**config.mk**
```make
export PLATFORM = sky130hd
export DESIGN_NAME = operand_loader
export DESIGN_NICKNAME = d
export VERILOG_FILES = /design/src/rtl/operand_loader.sv
export SDC_FILE = /design/constraint.sdc
export NUM_CORES = 1
export LEC_CHECK = 0
export CORE_MARGIN = 10
export CORE_UTILIZATION = 40
export CTS_CLUSTER_SIZE = 10
export DETAILED_ROUTE_END_ITERATION = 6
export HOLD_SLACK_MARGIN = 0.05
export PLACE_DENSITY_LB_ADDON = 0.12
export SYNTH_ARGS = -nofsm -noshare
export SYNTH_HDL_FRONTEND = slang
export SYNTH_SLANG_ARGS = --single-unit
```
**constraint.sdc**
```tcl
create_clock -name clk -period 1.8 [get_ports clk]
set_clock_uncertainty 0.1 [all_clocks]
set_input_delay 0.36 -clock clk [delete_from_list [all_inputs] [get_ports clk]]
set_output_delay 0.36 -clock clk [all_outputs]
set_load 0.005 [all_outputs]
```
**src/rtl/operand_loader.sv**
```systemverilog
// Serial-to-parallel operand loader: assembles two LSB-first bit streams into
// parallel words and holds them under a valid/ack handshake.
module operand_loader #(
    parameter int N = 3
) (
    input  logic         clk,
    input  logic         reset,
    input  logic         start,
    input  logic         bit_valid,
    input  logic         bit_a,
    input  logic         bit_b,
    input  logic         word_ack,
    output logic [N-1:0] word_a,
    output logic [N-1:0] word_b,
    output logic         word_valid,
    output logic         busy
);
    localparam int CW = $clog2(N + 1);
    localparam logic [CW-1:0] LAST = CW'(N - 1);

    typedef enum logic [1:0] {IDLE, SHIFT, PRESENT} state_t;

    state_t        state_reg;
    logic [N-1:0]  sh_a_reg, sh_b_reg;
    logic [N-1:0]  sh_a_next, sh_b_next;
    logic [CW-1:0] cnt_reg;

    // New bits enter at the MSB so the first received bit ends up at bit 0.
    generate
        if (N == 1) begin : g_single
            assign sh_a_next = bit_a;
            assign sh_b_next = bit_b;
        end else begin : g_multi
            assign sh_a_next = {bit_a, sh_a_reg[N-1:1]};
            assign sh_b_next = {bit_b, sh_b_reg[N-1:1]};
        end
    endgenerate

    always_ff @(posedge clk) begin
        if (reset) begin
            state_reg  <= IDLE;
            sh_a_reg   <= '0;
            sh_b_reg   <= '0;
            cnt_reg    <= '0;
            word_a     <= '0;
            word_b     <= '0;
            word_valid <= 1'b0;
            busy       <= 1'b0;
        end else begin
            case (state_reg)
                IDLE: begin
                    if (start) begin
                        sh_a_reg  <= '0;
                        sh_b_reg  <= '0;
                        cnt_reg   <= '0;
                        busy      <= 1'b1;
                        state_reg <= SHIFT;
                    end
                end
                SHIFT: begin
                    if (bit_valid) begin
                        sh_a_reg <= sh_a_next;
                        sh_b_reg <= sh_b_next;
                        cnt_reg  <= cnt_reg + CW'(1);
                        // Output words update only here, so they keep the
                        // previous pair throughout a load.
                        if (cnt_reg == LAST) begin
                            word_a     <= sh_a_next;
                            word_b     <= sh_b_next;
                            word_valid <= 1'b1;
                            state_reg  <= PRESENT;
                        end
                    end
                end
                PRESENT: begin
                    if (word_ack) begin
                        word_valid <= 1'b0;
                        busy       <= 1'b0;
                        state_reg  <= IDLE;
                    end
                end
                default: begin
                    state_reg  <= IDLE;
                    word_valid <= 1'b0;
                    busy       <= 1'b0;
                end
            endcase
        end
    end
endmodule

```
After elaboration in Yosys (flattened, before gate mapping)
Index checks and enable logic that the tools add are counted.
- add/subtract/negate cells: 1
- reductions and logical operators: 7
- eq/ne operators: 7
- mux-type cells: 19
- bitwise logic cells: 2
- operators by type and width (operator ; number):
    2-bit 2-to-1 mux ; 6
    3-bit case mux with 2 select lines ; 2
    3-bit 2-to-1 mux ; 3
    3-bit AND reduction ; 3
    2-bit inequality test (second input constant) ; 4
    4-bit AND reduction ; 2
    1-bit case mux with 3 select lines ; 2
    2-bit case mux with 3 select lines ; 1
    2-bit == test (second input constant) ; 2
    1-bit 2-to-1 mux ; 4
    2-bit case mux with 2 select lines ; 1
    2-bit by 1-bit adder with 2-bit output (second input constant) ; 1
    2-bit by 1-bit == test with 1-bit output (second input constant) ; 1
    2-bit zero test ; 1
    1-bit inverter ; 2
    2-bit nonzero test ; 1
- bits of input ports: 7
- flip-flop bits (word level): 18

Logic depth before layout (Yosys ltp)
- word-level depth: 4
- depth in mapped cells: 6

Worst setup path after synthesis
No wires, ideal clock.
- path type: reg2reg
- from: register cnt_reg[0]
- to: register word_a[0]
- path slack: 553 ps
- arrival: 1020 ps
- cell stages (with the launch flop): 7
- data required time: 1572 ps
- path through: dfxtp_1 > inv_1 > ha_1 > nand4b_1 > buf_4 > mux2i_1 > nor2_1
- longest elaborated chain between the ends: 2
- RTL lines (element ; line ; source):
    from (decl) ; 26 ; logic [CW-1:0] cnt_reg;
    from (signal assigned) ; 64 ; cnt_reg <= cnt_reg + CW'(1);
    2-bit == test ; 67 ; if (cnt_reg == LAST) begin
    3-bit AND reduction (no source line) ; - ;
    to (signal assigned) ; 68 ; word_a <= sh_a_next;
    to (decl) ; 13 ; output logic [N-1:0] word_a,
Every way passes these cells.
A chain may end at the register's enable or synchronous reset.

Worst setup path in the final report
- from: register word_a[2]
- to: output port word_a[2]
No word-level cell between the ends.

==> qor.yml <==
yosys:
  synth_top_area_share: 0.505
  yosysSeqAreaShare: 0.505
  synth_xor_area_frac: 0
  synth_ff_type: "dfxtp_1"
  synth-seq-cells: 16
  async_flop_share: 0
  synth_edf_count: 0
  synth-compound-area-share: 0.164
  yosys_warnings: 0
  yosys.area_share.simple: 0.140
  synthAdderAreaFrac: 0.0197
  syn_avg_cell_area_um2: 10.4
  synth_top_family_by_area: "compound AO/OA/AOI/OAI gates"
  synth_top_area_cell: "dfxtp_1"
  synth_fp_nets: 69
  synth_area_leaders: "dfxtp_1 (50%), mux2i_1 (9.5%), a22o_2 (7.9%)"
  synth_area_um2: 634
  syn_inst: 61
  synth_mux_area_frac: 0.118
  ys_types: 22
power:
  ir_drop_v: 0.000444
  power.leakage_uw: 0.000367
  finalPower_uw: 649
  power.density_mw_per_mm2: 774
detailed_routing:
  post_drt_via_cell_ratio: 4.91
  drc: 0
  num_vias: 471
  antenna_left: 0
  drtIter0Drc: 2
  drt_first_pass_iters: 2
  wl_um: 1180
  wl_per_cell_um: 12.3
sta:
  slew_violations: 0
  max_freq_ghz: 0.627
  rsz0062_at_grt: "false"
  period_needed_ns: 1.59
  worst_slack_ns: 0.206
  finalCritPeriodShare: 0.885
  max_slew_margin: 0.811
  finalSetupViolCount: 0
  fin_setup_tns_ns: 0
  worst_slew_pin_slew_ns: 0.284
  finalHoldViolCount: 0
floorplan:
  fp.dieArea_mm2: 0.00358
  die_w_um: 59.8
  row_count: 14
  ios: 15
  floorplan.initialDensity: 0.421
  dieHeight_um: 59.8
  core_area_mm2: 0.00151
global_route:
  grt_pass1_vias: 437
  antenna_found_initial: 0
  grt_pass1_wl_um: 1920
  grt.total_usage: 0.0709
  globalRouteOverflowTotal: 0
  grt_max_degree: 10
clocking:
  cts_setup_buffers: 0
  cts_root_buffer: "clkbuf_4"
  clk-insertion-delay-late_ns: 0.28
  cts_buffers: 3
  clkSlewWorstSetupHoldPaths_ns: 0.09
  clk_path_buf_depth: 2
  cts_resized: 0
  htreeDepth: 1
  cts_tree: "done"
  clock-sinks: 16
  cts_hold_buf: 0
final_layout:
  n_fill_cell: 135
  fin_cells: 96
  final_common_cell: "dfxtp_1"
  drive_above_1_share: 0.200
  top_regs: "word_a x3, word_b x3"
  fin_nets: 89
  final_cell_mix: "dfxtp_1 (16), clkdlybuf4s50_1 (14), nor2_1 (9)"
  area_growth_pct: 32.1
  antenna_cells: 0
placement:
  dp_cells: 92
  gp_congestion: 0.749
  io_buffers: 14
  place_ws_ns: 0.128
hold_path:
  hold_depth: 2
  hp-class: "reg -> reg"
  hp-start: "word_valid"
setup_path:
  r2r_start: "cnt_reg[0]"
  critPathKind: "reg -> out"
  critPathCaptureType: "output pin"
  cp_cell_sequence: "clkdlybuf4s50_1"
  crit_cells: 1
  slowest_delay_ns: 0.51
  crit_path_top_delay_cell: "clkdlybuf4s50_1"
  r2r_cells: 6
  cp.required_ns: 1.34
  critical_path_buf_inv_count: 1
  crit_fanout: 2
  cp-startpoint: "word_a[2]"
  critPathArrivalTime_ns: 1.13
  crit_family: "buffers and inverters"
  startpoint_type: "register"
run:
  max_cap_viol_count: 0
status:
  status: "completed"
[cell families (layout without fill, tap and decap cells)]
logic type / count (synthesis) / in the layout
AO/OA/AOI/OAI: 13 / 13
multiplexers: 7 / 7
buffers and inverters: 6 / 25
AND/OR/NAND/NOR: 18 / 18
flip-flops: 16 / 16
adder cells (fa/ha/maj): 1 / 1
[final timing paths]
path                                   end  slack [ns]
worst max-delay path             word_a[2]        0.21
worst min-delay path            word_valid        0.36
worst max register to register   word_a[2]        0.44
worst min register to register  word_valid        0.36
[metal layers]
layer  vias up  track usage  part of all wire
li1        255            -                 -
met5         -            0                 0
met3         2       0.0551              0.12
met2        13       0.0956              0.41
met1       201       0.0807              0.46
met4         0       0.0288            0.0085
[cells in the mapped netlist, drive strengths merged (2+ instances only)]
cell,count
nand2,2
a22o,5
mux2i,6
o21ai,3
nor2,9
buf,2
dfxtp,16
inv,3
a21oi,4
[metrics by stage]
stage	hold WS [ns]	area, µm²	utilization
after floorplan	0.338	634	-
after global placement	0.343	802	0.532
after detailed placement	0.353	802	0.532
after CTS	0.367	838	0.556
after global routing	0.398	838	0.556
final	0.361	838	0.556
[final cells by class]
| type | count | area (µm²) | share of cell area |
|---|---|---|---|
| inverters | 3 | 11.3 | 0.0134 |
| well taps | 16 | 20.0 | 0.0239 |
| flip-flops and latches | 16 | 320 | 0.382 |
| clock buffers | 4 | 36.3 | 0.0433 |
| repair buffers | 18 | 170 | 0.203 |
| multi-input cells | 39 | 280 | 0.334 |
[report_power, final]
group / internal [µW] / switching, µW / leakage, µW / total [µW]
clock network: 123 / 107 / 0.0000210 / 230
logic: 31.3 / 20.6 / 0.000217 / 51.9
registers: 361 / 6.85 / 0.000130 / 367
total: 515 / 134 / 0.000367 / 649
Power figures use the tool's default switching activity.
